File: config.mk
export PLATFORM = sky130hd
export DESIGN_NAME = cla_adder_arbiter_flat
export DESIGN_NICKNAME = d
export VERILOG_FILES = /design/src/rtl/cla_adder_arbiter_if.sv /design/src/rtl/cla_adder_arbiter.sv /design/src/flat_wrapper.sv
export SDC_FILE = /design/constraint.sdc
export NUM_CORES = 1
export LEC_CHECK = 0
export BUFFER_PORTS_ARGS = -buffer_cell sky130_fd_sc_hd__buf_2
export CAP_MARGIN = 40
export CORE_MARGIN = 10
export CORE_UTILIZATION = 40
export CTS_BUF_LIST = sky130_fd_sc_hd__clkbuf_4
export CTS_CLUSTER_DIAMETER = 60
export DETAILED_ROUTE_END_ITERATION = 6
export GPL_TIMING_DRIVEN = 0
export PLACE_DENSITY = 0.76
export SETUP_SLACK_MARGIN = 0.1
export SYNTH_ARGS = -nofsm -noshare
export SYNTH_HDL_FRONTEND = slang
export SYNTH_SLANG_ARGS = --single-unit
File: constraint.sdc
create_clock -name clk -period 27.7 [get_ports clk]
set_input_delay 4.155 -clock clk [delete_from_list [all_inputs] [get_ports clk]]
set_output_delay 4.155 -clock clk [all_outputs]
set_load 0.1 [all_outputs]
File: src/rtl/cla_adder_arbiter_if.sv
// Bus bundle for cla_adder_arbiter.
// Purpose : groups the per-requester operand channel, the result channel and
//           the accepted-request counter into one interface.
// Signals : req_valid/req_ready/req_a/req_b  - requester side, packed per index
//           rsp_valid/rsp_ready/rsp_sum/rsp_cout/rsp_id - result channel
//           busy_cnt - running count of accepted requests
// Modports: master (requesters + consumer), slave (the arbiter/adder).
interface cla_adder_arbiter_if #(
  parameter int NUM_REQ = 4,
  parameter int WIDTH   = 32
);
  localparam int IDW = (NUM_REQ > 1) ? $clog2(NUM_REQ) : 1;

  logic [NUM_REQ-1:0]       req_valid;
  logic [NUM_REQ-1:0]       req_ready;
  logic [NUM_REQ*WIDTH-1:0] req_a;
  logic [NUM_REQ*WIDTH-1:0] req_b;
  logic                     rsp_valid;
  logic                     rsp_ready;
  logic [WIDTH-1:0]         rsp_sum;
  logic                     rsp_cout;
  logic [IDW-1:0]           rsp_id;
  logic [15:0]              busy_cnt;

  modport master (
    output req_valid, req_a, req_b, rsp_ready,
    input  req_ready, rsp_valid, rsp_sum, rsp_cout, rsp_id, busy_cnt
  );

  modport slave (
    input  req_valid, req_a, req_b, rsp_ready,
    output req_ready, rsp_valid, rsp_sum, rsp_cout, rsp_id, busy_cnt
  );
endinterface

File: src/rtl/cla_adder_arbiter.sv
// cla_adder_arbiter
// Purpose : shares one WIDTH-bit carry-lookahead adder between NUM_REQ
//           requesters using round-robin arbitration, with a single
//           registered result stage on a valid/ready response channel.
// Ports   : clk   - rising-edge clock
//           rst_n - asynchronous active-low reset
//           bus   - cla_adder_arbiter_if.slave (operands in, result out,
//                   accepted-request counter out)
module cla_adder_arbiter #(
  parameter int NUM_REQ = 4,
  parameter int WIDTH   = 32
) (
  input  logic               clk,
  input  logic               rst_n,
  cla_adder_arbiter_if.slave bus
);
  localparam int IDW = (NUM_REQ > 1) ? $clog2(NUM_REQ) : 1;

  typedef enum logic [0:0] {
    ST_EMPTY = 1'b0,
    ST_FULL  = 1'b1
  } state_e;

  state_e           state_q, state_d;
  logic [IDW-1:0]   rr_ptr_q, rr_ptr_d;
  logic [WIDTH-1:0] sum_q, sum_d;
  logic             cout_q, cout_d;
  logic [IDW-1:0]   id_q, id_d;
  logic [15:0]      cnt_q, cnt_d;

  logic [IDW-1:0]   grant_s;
  logic             any_valid_s;
  logic             accept_s;
  logic             xfer_s;
  logic [WIDTH-1:0] op_a_s;
  logic [WIDTH-1:0] op_b_s;
  logic [WIDTH:0]   add_s;

  // Generate/propagate carry chain; result is {carry out of MSB, sum}.
  function automatic logic [WIDTH:0] cla_add(input logic [WIDTH-1:0] a,
                                             input logic [WIDTH-1:0] b);
    logic [WIDTH-1:0] g;
    logic [WIDTH-1:0] p;
    logic [WIDTH-1:0] s;
    logic [WIDTH:0]   c;
    g    = a & b;
    p    = a | b;
    s    = '0;
    c    = '0;
    c[0] = 1'b0;
    for (int i = 0; i < WIDTH; i++) begin
      c[i+1] = g[i] | (p[i] & c[i]);
      s[i]   = a[i] ^ b[i] ^ c[i];
    end
    return {c[WIDTH], s};
  endfunction

  // Requester index at a given offset from the round-robin pointer, wrapping.
  function automatic logic [IDW-1:0] rr_index(input logic [IDW-1:0] base,
                                              input int             offset);
    int idx_v;
    idx_v = (int'(base) + offset) % NUM_REQ;
    return IDW'(idx_v);
  endfunction

  // Round-robin grant: scanning offsets from farthest to nearest makes the
  // nearest valid requester at or after rr_ptr the final winner.
  always_comb begin
    grant_s     = rr_ptr_q;
    any_valid_s = 1'b0;
    for (int k = NUM_REQ - 1; k >= 0; k--) begin
      if (bus.req_valid[rr_index(rr_ptr_q, k)]) begin
        grant_s     = rr_index(rr_ptr_q, k);
        any_valid_s = 1'b1;
      end else begin
        any_valid_s = any_valid_s;
      end
    end
  end

  // Operand mux for the granted requester.
  always_comb begin
    op_a_s = '0;
    op_b_s = '0;
    for (int i = 0; i < NUM_REQ; i++) begin
      if (grant_s == IDW'(i)) begin
        op_a_s = bus.req_a[i*WIDTH +: WIDTH];
        op_b_s = bus.req_b[i*WIDTH +: WIDTH];
      end else begin
        op_a_s = op_a_s;
      end
    end
  end

  assign add_s    = cla_add(op_a_s, op_b_s);
  // The result slot is free when empty or when it drains this very cycle.
  assign accept_s = (state_q == ST_EMPTY) || bus.rsp_ready;
  assign xfer_s   = accept_s && any_valid_s && rst_n;

  // One-hot ready toward the winner; held low while reset is asserted.
  always_comb begin
    bus.req_ready = '0;
    if (xfer_s) begin
      bus.req_ready[grant_s] = 1'b1;
    end else begin
      bus.req_ready = '0;
    end
  end

  // Next-state and datapath load decisions for the result stage.
  always_comb begin
    state_d  = state_q;
    rr_ptr_d = rr_ptr_q;
    sum_d    = sum_q;
    cout_d   = cout_q;
    id_d     = id_q;
    cnt_d    = cnt_q;
    if (xfer_s) begin
      sum_d    = add_s[WIDTH-1:0];
      cout_d   = add_s[WIDTH];
      id_d     = grant_s;
      cnt_d    = cnt_q + 16'd1;
      rr_ptr_d = (grant_s == IDW'(NUM_REQ - 1)) ? '0 : grant_s + IDW'(1);
    end else begin
      cnt_d = cnt_q;
    end
    case (state_q)
      ST_EMPTY: state_d = xfer_s ? ST_FULL : ST_EMPTY;
      ST_FULL: begin
        if (xfer_s) begin
          state_d = ST_FULL;
        end else if (bus.rsp_ready) begin
          state_d = ST_EMPTY;
        end else begin
          state_d = ST_FULL;
        end
      end
      default: state_d = ST_EMPTY;
    endcase
  end

  // State and result registers.
  always_ff @(posedge clk or negedge rst_n) begin
    if (!rst_n) begin
      state_q  <= ST_EMPTY;
      rr_ptr_q <= '0;
      sum_q    <= '0;
      cout_q   <= 1'b0;
      id_q     <= '0;
      cnt_q    <= 16'd0;
    end else begin
      state_q  <= state_d;
      rr_ptr_q <= rr_ptr_d;
      sum_q    <= sum_d;
      cout_q   <= cout_d;
      id_q     <= id_d;
      cnt_q    <= cnt_d;
    end
  end

  assign bus.rsp_valid = (state_q == ST_FULL);
  assign bus.rsp_sum   = sum_q;
  assign bus.rsp_cout  = cout_q;
  assign bus.rsp_id    = id_q;
  assign bus.busy_cnt  = cnt_q;
endmodule

File: src/flat_wrapper.sv
// flat-port wrapper written by rule: the top's interface ports become plain ports
module cla_adder_arbiter_flat 
#(
  parameter int NUM_REQ = 4,
  parameter int WIDTH   = 32
)
  (clk, rst_n, bus_req_valid, bus_req_a, bus_req_b, bus_rsp_ready, bus_req_ready, bus_rsp_valid, bus_rsp_sum, bus_rsp_cout, bus_rsp_id, bus_busy_cnt);
  cla_adder_arbiter_if #(.NUM_REQ(NUM_REQ), .WIDTH(WIDTH)) bus_i ();
  input  logic clk;
  input  logic rst_n;
  input wire logic [$bits(bus_i.req_valid)-1:0] bus_req_valid;
  input wire logic [$bits(bus_i.req_a)-1:0] bus_req_a;
  input wire logic [$bits(bus_i.req_b)-1:0] bus_req_b;
  input wire logic [$bits(bus_i.rsp_ready)-1:0] bus_rsp_ready;
  output wire logic [$bits(bus_i.req_ready)-1:0] bus_req_ready;
  output wire logic [$bits(bus_i.rsp_valid)-1:0] bus_rsp_valid;
  output wire logic [$bits(bus_i.rsp_sum)-1:0] bus_rsp_sum;
  output wire logic [$bits(bus_i.rsp_cout)-1:0] bus_rsp_cout;
  output wire logic [$bits(bus_i.rsp_id)-1:0] bus_rsp_id;
  output wire logic [$bits(bus_i.busy_cnt)-1:0] bus_busy_cnt;
  assign bus_i.req_valid = bus_req_valid;
  assign bus_i.req_a = bus_req_a;
  assign bus_i.req_b = bus_req_b;
  assign bus_i.rsp_ready = bus_rsp_ready;
  assign bus_req_ready = bus_i.req_ready;
  assign bus_rsp_valid = bus_i.rsp_valid;
  assign bus_rsp_sum = bus_i.rsp_sum;
  assign bus_rsp_cout = bus_i.rsp_cout;
  assign bus_rsp_id = bus_i.rsp_id;
  assign bus_busy_cnt = bus_i.busy_cnt;
  cla_adder_arbiter #(.NUM_REQ(NUM_REQ), .WIDTH(WIDTH)) u_core (.clk(clk), .rst_n(rst_n), .bus(bus_i));
endmodule
Yosys cells after proc, flatten, opt, wreduce, memory -nomap -nowiden:

Index checks and enable logic that the tools add are counted.

* bits of input ports: 263
* word-level logic and storage cells: 185
* output and inout bits: 56
* register bits: 54

* add/subtract/negate cells: 5
* reduce and logical (&&, ||, !) cells: 5
* bitwise logic cells: 128
* equality and inequality tests: 3
* muxes and demuxes: 32
* order comparisons: 6

Operators with widths (count)
* 2-to-1 mux 32 bit: 8
* XOR 1 bit: 63
* AND 32 bit: 1
* bitwise OR 32 bit: 1
* AND 1 bit: 31
* bitwise OR 1 bit: 31
* adder 16 x 1 -> 16 bit (second input constant): 1
* < comparator 2 x 3 -> 1 bit (second input constant): 5
* 2-to-1 mux 1 bit: 12
* 2-to-1 mux 2 bit: 5
* binary-select mux 1 bit (select 2 bit): 4
* adder 2 x 1 -> 2 bit (second input constant): 2
* adder 2 bit (second input constant): 2
* equality test 2 bit (second input constant): 2
* 2-to-1 mux 4 bit: 1
* logical AND 1 bit: 3
* demux 1 bit (select 2 bit): 1
* equality test 2 x 1 -> 1 bit (second input constant): 1
* greater-or-equal comparator 2 x 1 -> 1 bit (second input constant): 1
* zero test 2 bit: 1
* one-hot mux 1 bit (2 select lines): 1
* logical OR 1 bit: 1
* NOT 1 bit: 1

Depth between registers and ports, before layout:

Gate-level depths: netlist of run 1.

* depth in word-level cells: 75
* gate-level depth with buffers: 47

Worst setup path after synthesis of run 1:

No wires, ideal clock.

* path kind: input -> register
* start: input bus_req_valid[2]
* end: register u_core.sum_q[31] (netlist: u_core.bus.rsp_sum[31])
* buffers on the path: 2
* slack: 9.976 ns
* stages: 47
* library setup time: 0.083 ns
* arrival time: 17.641 ns
* cell sequence: nor2b_1 > a21o_1 > a211oi_1 > inv_1 > ha_1 > clkbuf_1 > buf_1 > nand3b_1 > a21oi_1 > a21oi_1 > o21ai_0 > ha_1 > fa_1 > fa_1 > fa_1 > fa_1 > fa_1 > fa_1 > [11 not listed] > fa_1 > fa_1 > fa_1 > fa_1 > fa_1 > fa_1 > fa_1 > fa_1 > fa_1 > fa_1 > fa_1 > fa_1 > fa_1 > fa_1 > inv_1 > fa_1 > fa_1 > o21ai_0

* word-level cells in the longest chain between the ends: 73
* elaborated cells between the ends (all ways): 94
* classes of those cells: eq/ne (3); mux (24); bitwise (64); reduce/logical (3)

Ends and longest elaborated chain
* start, declared: line flat_wrapper.sv:11 `input wire logic [$bits(bus_i.req_valid)-1:0] bus_req_valid;`
* binary-select mux 1 bit (select 2 bit): line cla_adder_arbiter.sv:72 `if (bus.req_valid[rr_index(rr_ptr_q, k)]) begin`
* 2-to-1 mux 1 bit (implied by the code): line cla_adder_arbiter.sv:72
* 2-to-1 mux 2 bit (3 in a row): line cla_adder_arbiter.sv:72
* 2-to-1 mux 2 bit *: line cla_adder_arbiter.sv:72
* named net u_core.grant_s[0]: line cla_adder_arbiter.sv:31 `logic [IDW-1:0] grant_s;`
* zero test 2 bit: line cla_adder_arbiter.sv:86 `if (grant_s == IDW'(i)) begin`
* 2-to-1 mux 32 bit (4 in a row): line cla_adder_arbiter.sv:86
* bitwise OR 32 bit or AND 32 bit (tied branches): line cla_adder_arbiter.sv:47, cla_adder_arbiter.sv:46
* [53 not listed]
* bitwise OR 1 bit: line cla_adder_arbiter.sv:52 `c[i+1] = g[i] | (p[i] & c[i]);`
* AND 1 bit: line cla_adder_arbiter.sv:52
* bitwise OR 1 bit: line cla_adder_arbiter.sv:52
* AND 1 bit: line cla_adder_arbiter.sv:52
* bitwise OR 1 bit: line cla_adder_arbiter.sv:52
* AND 1 bit: line cla_adder_arbiter.sv:52
* bitwise OR 1 bit: line cla_adder_arbiter.sv:52
* XOR 1 bit *: line cla_adder_arbiter.sv:53 `s[i] = a[i] ^ b[i] ^ c[i];`
* end signal, assigned: line cla_adder_arbiter.sv:154 `sum_q <= sum_d;`
* end, declared: line cla_adder_arbiter.sv:26 `logic [WIDTH-1:0] sum_q, sum_d;`

The timed path passes the listed nets; every way through them passes the cells marked *. The select of a mux whose other input is x is not followed.
A chain may end at the register's enable or synchronous reset.

Worst setup path in the final report of run 1:

Ends and elaborated chain as after synthesis.

==> run summary, run 1 <==
The starting density of the core came out at 41.3%. On the critical path, the stage with the largest delay is an instance of sky130_fd_sc_hd__a211oi_1. On the worst path, the slowest cell contributes a delay of 0.56 ns.

TritonCTS built the clock tree. The total non-filler cell area in the finished layout was 6910 sq um. The mean instance size in the synthesized netlist works out to 7.56 sq um. The number of nets still failing antenna checks after routing was 0; the proportion of synthesized chip area in sequential cells was 27.0%.

In the final layout, the multi-input gates occupy 3370 sq um. In the final timing run, aggregate negative setup slack is 0 ns. The number of nets in the synthesized netlist is 962. The number of gates resized after CTS was 0. The tightest min-delay check is of the reg2reg type. The number of DRC markers in iteration 0 was 523; the die width was 132 um. For this run the aggregate overflow at the end of global routing stands at 0. The clock arrives with 0.0217 ns of skew.

Data on the critical path arrives at its endpoint at 19.29 ns. The total half-perimeter wirelength after legalization and detailed placement is 19900 um, and the share of layout cells above drive strength 1 is 34.7%. The die covers 17400 sq um. Post-CTS timing repair inserted 0 buffers for setup. Summing every instance area after synthesis gives 5010 sq um.

The design draws 0.000888 W. The number of cells produced by synthesis came out at 662. The kind of critical path was in2reg. The flow ran to the end, and the final reports show no timing, DRC or antenna violations. Setup repair after global routing left no endpoint under its margin.

The floorplan has 40 rows. Registers take 1350 sq um. After detailed routing, the average wire length per cell comes to 20.2 um. The run gives 35300 um as the wire length of the first global-routing pass.

At the end of routability-driven placement, the weighted congestion stood at 0.951. Pin placement for this block handled 319 I/O pins. The pre-antenna-repair detailed-routing pass consisted of 5 iterations.

The floorplan step set the die height to 132 um. The wire length reported by the detailed router is 23500 um, and the final number of max-transition violations is 0. The critical path capture point type was a flop.

The number of global-route vias before repair came out at 6317. The worst setup path is launched from an input pin. The number of buffers inserted during clock tree synthesis is 5. The TritonCTS sink count was 54; the count of buffers from port buffering was 318. The floorplan step defined a core boundary enclosing 12100 sq um.

The synthesized netlist contains 33 unique library cells. The count of nets after finishing is 1288. The pin slew with the least headroom to its limit came out at 0.636 ns. IR analysis of the VDD net gives a maximum drop of 0.0447 mV. Counting I/O delays and the setup requirement, the final critical path takes 18.98 ns. Timing analysis after detailed placement gives a worst setup slack of 8.29 ns. Ratio of routed vias to standard cells: 5.26.

The maximum fanout encountered on the critical timing path was 10; the pin count of the biggest net entering global routing was 38. The routed layout has 6101 vias. The Yosys step of the flow raised 0 warnings. For the worst setup path, the data required time is 28.01 ns. The worst pin sits at a relative slew slack of 57.3%. The clock passes through at most 2 buffers.

Setup slack closes at 8.72 ns. The number of filler instances in the final layout came out at 1269. The number of max-capacitance violations reported came out at 0. In the routed design, unresolved DRC markers number 0. Of the available clock period, the critical path in the final layout requires 68.5%. Synthesis inferred 54 register bits. The tools report the overall routing resource usage as 25.1%.

For the number of antenna violations at the first check in global routing, the log shows 4. Among the stages of the critical path, the cell type that occurs most often is sky130_fd_sc_hd__fa_1. Across all register-to-register paths, the minimum setup slack is 12.28 ns. Clock latency on the worst-skew pair: 0.38 ns. The clock slew at the register clock pins of the worst setup and hold paths is 0.15 ns. For this design the ratio of total power to cell area is 128 nW/um^2. In this run the static leakage power is 3.43 nW.

The tools report the count of endpoints failing hold in the final timing report as 0. Compared with the post-synthesis result, the final layout area differs by 38.1%. The highest attainable clock frequency was 0.0527 GHz; the H-tree level count was 2. In this run, post-CTS hold repair placed 0 buffers.

Summing all placed instances gives a cell area of 6830 sq um. Setup violations remaining at the end of the flow were counted as 0. The CTS root buffer is sky130_fd_sc_hd__clkbuf_4.
-- report_power, final --
part           internal (W)   total, W  leakage, nW  switching [W]
Sequential         0.000111   0.000132        0.680      0.0000210
Combinational      0.000196   0.000713         2.71       0.000518
Clock             0.0000187  0.0000432       0.0413      0.0000245
Total              0.000325   0.000888         3.43       0.000563
-- per-layer routing --
metal	GRT usage [%]	routed length (um)	up-vias
li1	-	-	2914
met1	31.9	9820	2844
met2	42.0	11300	312
met3	5.56	1900	29
met4	6.18	471	2
met5	0	8	-
-- flip-flops by register name, summed over array words and instances, names as in the netlist --
signal	cells
u_core.bus.rsp_cout	1
u_core.bus.rsp_valid	1
u_core.bus.rsp_sum	32
u_core.bus.rsp_id	2
u_core.rr_ptr_q	2
u_core.bus.busy_cnt	16
-- worst paths after layout --
kind | start | end | cells after the start
max | bus_req_valid[2] | u_core.bus.rsp_sum[31] | 48
min | u_core.bus.rsp_sum[25] | u_core.bus.rsp_sum[25] | 2
max reg2reg | u_core.rr_ptr_q[0] | u_core.bus.rsp_sum[31] | 47
min reg2reg | u_core.bus.rsp_sum[25] | u_core.bus.rsp_sum[25] | 2
max in group asynchronous | rst_n | u_core.bus.rsp_sum[1] | 2
min in group asynchronous | rst_n | u_core.bus.rsp_sum[13] | 1
-- critical path: cells and delay by family --
kind	cells	cell delay (ns)
AOI/OAI and AO/OA	6	1.24
adders and majority gates	33	12.44
buffers and inverters	7	1.11
and+or+nand+nor	2	0.29
-- cell type report --
| type | count | area share [%] |
|---|---|---|
| Antenna cell | 3 | 0.109 |
| Buffer | 57 | 3.78 |
| Clock buffer | 5 | 0.543 |
| Clock inverter | 2 | 0.561 |
| Inverter | 7 | 0.380 |
| Multi-Input combinational cell | 544 | 48.7 |
| Sequential cell | 54 | 19.6 |
| Tap cell | 168 | 3.04 |
| Timing Repair Buffer | 319 | 23.3 |
-- cell families after synthesis --
logic type	count (synthesis)	share of synthesized area, %
adder cells (fa/ha/maj)	37	13.9
flip-flops	54	27.0
XOR/XNOR	15	2.62
buffers and inverters	64	5.75
AND/OR/NAND/NOR	311	29.6
multiplexers	1	0.225
AO/OA/AOI/OAI	180	20.9
-- Yosys cell counts --
master	count	area, sq um
sky130_fd_sc_hd__o2111ai_1	1	8.76
sky130_fd_sc_hd__and3_1	3	18.8
sky130_fd_sc_hd__nand4_2	2	25.0
sky130_fd_sc_hd__xnor2_1	12	105
sky130_fd_sc_hd__a21oi_1	88	440
sky130_fd_sc_hd__nand4_1	4	25.0
sky130_fd_sc_hd__and4_1	1	8.76
sky130_fd_sc_hd__a221oi_1	24	210
sky130_fd_sc_hd__and2_1	5	31.3
sky130_fd_sc_hd__or3_1	1	6.26
sky130_fd_sc_hd__inv_1	7	26.3
sky130_fd_sc_hd__a21o_1	1	7.51
sky130_fd_sc_hd__nor2_1	5	18.8
sky130_fd_sc_hd__dfrtp_1	54	1350
sky130_fd_sc_hd__or4_4	1	11.3
sky130_fd_sc_hd__a211oi_1	2	15.0
sky130_fd_sc_hd__xor2_1	3	26.3
sky130_fd_sc_hd__buf_6	5	56.3
sky130_fd_sc_hd__buf_1	6	22.5
sky130_fd_sc_hd__nand3b_1	40	300
sky130_fd_sc_hd__clkbuf_1	38	143
sky130_fd_sc_hd__nor2b_1	28	175
sky130_fd_sc_hd__ha_1	6	75.1
sky130_fd_sc_hd__nand3_2	1	10.0
sky130_fd_sc_hd__nand2_1	203	762
sky130_fd_sc_hd__fa_1	31	621
sky130_fd_sc_hd__o31ai_1	18	135
sky130_fd_sc_hd__nand2b_1	3	18.8
sky130_fd_sc_hd__buf_2	8	40.0
sky130_fd_sc_hd__nor3_1	8	40.0
sky130_fd_sc_hd__nand3_1	6	30.0
sky130_fd_sc_hd__o21ai_0	46	230
sky130_fd_sc_hd__mux2_1	1	11.3
-- cell usage in the layout, fill, tap and decap left out, types with 4 or more instances in the layout --
master / Yosys / routed
sky130_fd_sc_hd__a21oi_1: 88 / 88
sky130_fd_sc_hd__a221oi_1: 24 / 24
sky130_fd_sc_hd__and2_1: 5 / 5
sky130_fd_sc_hd__buf_1: 6 / 6
sky130_fd_sc_hd__buf_2: 8 / 326
sky130_fd_sc_hd__buf_6: 5 / 5
sky130_fd_sc_hd__clkbuf_1: 38 / 38
sky130_fd_sc_hd__clkbuf_4: 0 / 5
sky130_fd_sc_hd__dfrtp_1: 54 / 54
sky130_fd_sc_hd__fa_1: 31 / 31
sky130_fd_sc_hd__ha_1: 6 / 6
sky130_fd_sc_hd__inv_1: 7 / 7
sky130_fd_sc_hd__nand2_1: 203 / 203
sky130_fd_sc_hd__nand3_1: 6 / 6
sky130_fd_sc_hd__nand3b_1: 40 / 40
sky130_fd_sc_hd__nand4_1: 4 / 4
sky130_fd_sc_hd__nor2_1: 5 / 5
sky130_fd_sc_hd__nor2b_1: 28 / 28
sky130_fd_sc_hd__nor3_1: 8 / 8
sky130_fd_sc_hd__o21ai_0: 46 / 46
sky130_fd_sc_hd__o31ai_1: 18 / 18
sky130_fd_sc_hd__xnor2_1: 12 / 12
-- metrics by stage --
| stage | instances | hold slack [ns] | util (%) |
|---|---|---|---|
| after global placement | 1148 | 0.454 | 56.2 |
| after CTS | 1156 | 0.492 | 57.0 |
| final | 1159 | 0.487 | 57.1 |
| after floorplan | 662 | 0.516 | - |
| after global routing | 1159 | 0.515 | 57.1 |
| after detailed placement | 1149 | 0.456 | 56.4 |
Power figures use the tool's default switching activity.
==> run 2, diff against run 1 <==
--- a/config.mk
+++ b/config.mk
@@ -5,6 +5,7 @@
 export SDC_FILE = /design/constraint.sdc
 export NUM_CORES = 1
 export LEC_CHECK = 0
+export ABC_AREA = 1
 export BUFFER_PORTS_ARGS = -buffer_cell sky130_fd_sc_hd__buf_2
 export CAP_MARGIN = 40
 export CORE_MARGIN = 10
==> constraint.sdc (replaced) <==
create_clock -name clk -period 18.03 [get_ports clk]
set_input_delay 2.7045 -clock clk [delete_from_list [all_inputs] [get_ports clk]]
set_output_delay 2.7045 -clock clk [all_outputs]
set_load 0.1 [all_outputs]
==> run 2 against run 1 <==
Register-to-register slack worse by 9.7 ns. Count of clock-buffer cells in the layout up 1. Global-route usage down 0.88 points. Cell count up 12%. First-iteration DRC count down 8.2%. Die area up 2.2%. Critical path type unchanged. Largest cell class unchanged.
==> run summary, run 2 <==
Kind of critical path: in2reg. Static timing analysis puts the maximum clock frequency at 0.0580 GHz. The growth of design area from synthesis to finish was 37.8%.

Yosys attributes the largest share of cell area to sky130_fd_sc_hd__dfrtp_1 (26%), sky130_fd_sc_hd__nand2_1 (25%), sky130_fd_sc_hd__o21ai_0 (13%), sky130_fd_sc_hd__fa_1 (12%), sky130_fd_sc_hd__a21oi_1 (6.2%). STA puts the critical path data required time at 18.35 ns. The fraction of registers with async set/reset works out to 100%. In the synthesized netlist, the cells that appear most often are sky130_fd_sc_hd__nand2_1 (342), sky130_fd_sc_hd__o21ai_0 (136), sky130_fd_sc_hd__a21oi_1 (64). The first global-routing pass estimated 34900 um of wire.

The number of rows in the core area is 41. The worst hold slack after final layout is 0.497 ns. The mean instance size in the synthesized netlist came out at 6.49 sq um. The congestion estimate from routability-driven global placement came to 0.981. Across the run, the number of max-cap violations was 0.

In the final routed layout, each cell accounts on average for 17.7 um. The number of top-level pins came out at 319. The tools report the final number of max-transition violations as 0.

After routing, the total negative slack on setup checks comes to 0 ns. In this run the vertical extent of the chip is 133 um. Cell type with the highest aggregate area in the netlist: sky130_fd_sc_hd__dfrtp_1. Critical path's most frequent cell: sky130_fd_sc_hd__fa_1. The arrival time of the worst setup path was 17.57 ns. After detailed routing, the number of vias per cell comes to 5.01.

TritonCTS built the clock tree. The tools report the proportion of synthesized chip area in sequential cells as 26.3%. Clock-pin slew was measured on the worst setup and hold paths at 0.17 ns. The worst register-to-register path ends at u_core.bus.rsp_sum[31]. The maximum clock insertion buffer count came out at 2. The CTS root buffer was sky130_fd_sc_hd__clkbuf_4. The startpoint identified for the worst hold timing path is u_core.bus.rsp_sum[13]. Launch instance of the worst register-to-register path: u_core.rr_ptr_q[0]. The count of nets left with antenna violations once routing finished came out at 0. The run gives 480 as the number of DRC markers in iteration 0. Counting flops and latches in the post-synthesis netlist gives 54.

The worst register-to-register path has a depth of 52. Type of element launching the critical path: an input pin. Leaving out fill and tap cells, the most frequent cell in the layout is sky130_fd_sc_hd__nand2_1.

For this run, the leading register cell type out of synthesis is sky130_fd_sc_hd__dfrtp_1. The maximum fanout encountered on the critical timing path came out at 10. Count of endpoints failing hold in the final timing report: 0. The number of warning messages in the yosys log is 0, and the final critical-path required period is 17.25 ns. Setup violations remaining at the end of the flow were counted as 0.

Setup repair after global routing left no endpoint under its margin. The delay of the slowest cell on the worst path works out to 0.43 ns. The initial utilization of the core area, before any placement, comes to 40.7%. The number of global-route vias before repair came out at 6533.

For the setup slack of the worst register-to-register path, the log shows 2.54 ns. The worst setup path is captured at a flop. The tools report the clock skew as 0.0125 ns. The number of filler instances in the final layout was 1336. For the pin with the worst max-slew slack, the measured transition is 0.567 ns.

The number of detailed-routing iterations run before antenna repair is 5, and the number of flip-flops under the largest register name is 32. Entering global routing, the biggest net connects 37 pins. CTS saw 54 sinks. The number of antenna violations at the first check in global routing is 10. The flow ran to the end, and the final reports show no timing, DRC or antenna violations. The via total after detailed routing came out at 6510. The summed instance area of the synthesized netlist came out at 5140 sq um. The overall routing resource usage was 24.2%; the count of nets after finishing was 1418. Leaving out fill and tap cells, the most frequent cells in the layout are sky130_fd_sc_hd__nand2_1 (342), sky130_fd_sc_hd__buf_2 (330), sky130_fd_sc_hd__o21ai_0 (136), sky130_fd_sc_hd__a21oi_1 (64), sky130_fd_sc_hd__dfrtp_1 (54). For hold timing, the worst endpoint is u_core.bus.rsp_sum[13]. The worst hold path belongs to the class reg2reg. The number of buffers inserted during clock tree synthesis is 5, and the share of the synthesized area in the top cell type is 26.3%. The run gives 0 as the detailed-route DRC error count.

The worst pin sits at a relative slew slack of 61.9%. During placement, the flow inserted port buffers numbering 318. In this run, synthesis inferred 0 flip-flops with an integrated enable. The logs give 17800 sq um for the area of the die and 1091 for the synthesized net count. The synthesized netlist contains 24 unique library cells. Cells with a size suffix above 1 make up 31.5% of the layout. The wire-length estimate of the detail-placed layout is 19200 um. The overall overflow remaining after global route was 0.

The most common cell in the synthesized netlist is sky130_fd_sc_hd__nand2_1. The H-tree level count is 2, and the die width is 133 um. The number of cells produced by synthesis came out at 791. The share of the clock period used by the worst path is 95.7%, and the count of cells along the worst hold path is 2. The floorplan step defined a core boundary enclosing 12600 sq um. The clock latency on the worst-skew pair is 0.38 ns. The routed design has 22900 um of wire. The cell type of the slowest stage on the worst timing path is sky130_fd_sc_hd__fa_1.
## run 2: cell count changes after synthesis, moves of 24 or more
cell	change
sky130_fd_sc_hd__nand3b_1	-40
sky130_fd_sc_hd__a221oi_1	-24
sky130_fd_sc_hd__a21oi_1	-24
sky130_fd_sc_hd__o21ai_0	+90
sky130_fd_sc_hd__nor2b_1	-28
sky130_fd_sc_hd__nand2_1	+139
## run 2: cells by family (layout without fill, tap and decap cells)
family / count (synthesis) / in the layout / share of synthesized area, %
other: 0 / 9 / 0
AOI/OAI and AO/OA: 216 / 216 / 21.5
xor gates and xnor gates: 12 / 12 / 2.05
adders and majority gates: 37 / 37 / 13.5
buffers and inverters: 84 / 412 / 7.43
and+or+nand+nor: 388 / 388 / 29.2
DFF: 54 / 54 / 26.3
## run 2: worst max-delay path, delay by kind of cell
kind                       cells  cell delay (ns)
AOI/OAI and AO/OA              4             0.64
buffers and inverters         10             1.31
adders and majority gates     33            12.33
and+or+nand+nor                6             0.56
## run 2: worst max-delay path by stage
stage                                 from                     end  slack, ns  depth (start not counted)
after floorplan           bus_req_valid[2]  u_core.bus.rsp_sum[31]       1.84                         52
after CTS                 bus_req_valid[1]  u_core.bus.rsp_sum[31]       0.55                         53
after detailed placement  bus_req_valid[1]  u_core.bus.rsp_sum[31]       0.18                         53
final                     bus_req_valid[0]  u_core.bus.rsp_sum[31]       0.78                         53
after global placement    bus_req_valid[1]  u_core.bus.rsp_sum[31]       0.33                         53
after global routing      bus_req_valid[0]  u_core.bus.rsp_sum[31]       0.06                         53
## run 2: per-layer routing
layer  track usage, %  part of all wire (%)  up-vias
met3             7.29                   8.7       35
met5                0                 0.057        -
li1                 -                     -     3226
met4             6.17                   2.4        2
met2             42.8                    50      281
met1             27.8                    39     2966
## run 2: area by class of cell
cell class / count / area [sq um] / share of cell area (%)
multi-input combinational: 653 / 3400 / 48.1
sequential: 54 / 1350 / 19.1
buffer: 53 / 265 / 3.75
clock inverter: 2 / 37.5 / 0.530
timing repair buffer: 320 / 1620 / 22.9
clock buffer: 6 / 45.0 / 0.636
tap: 172 / 215 / 3.04
antenna: 9 / 22.5 / 0.318
inverter: 31 / 119 / 1.68
## run 2: stage by stage
stage	cells	worst slack [ns]	utilization [%]	cell area [sq um]
2_1_floorplan	791	1.84	-	5140
3_3_place_gp	1281	0.329	55.0	6940
6_report	1300	0.783	56.1	7080
5_1_grt	1298	0.0597	56.1	7070
4_1_cts	1291	0.553	55.9	7050
3_5_place_dp	1283	0.180	55.2	6970
## run 2: what timing repair did
item                       CTS  global route
buffers inserted             0             0
resized for setup            0             4
hold endpoints to repair     0             0
hold buffers                 0             0
setup endpoints to repair    0             1
Power of run 2 is left out: the tool's default activity adds up to more than one toggle a clock period on the data nets, which glitch-free logic cannot reach.
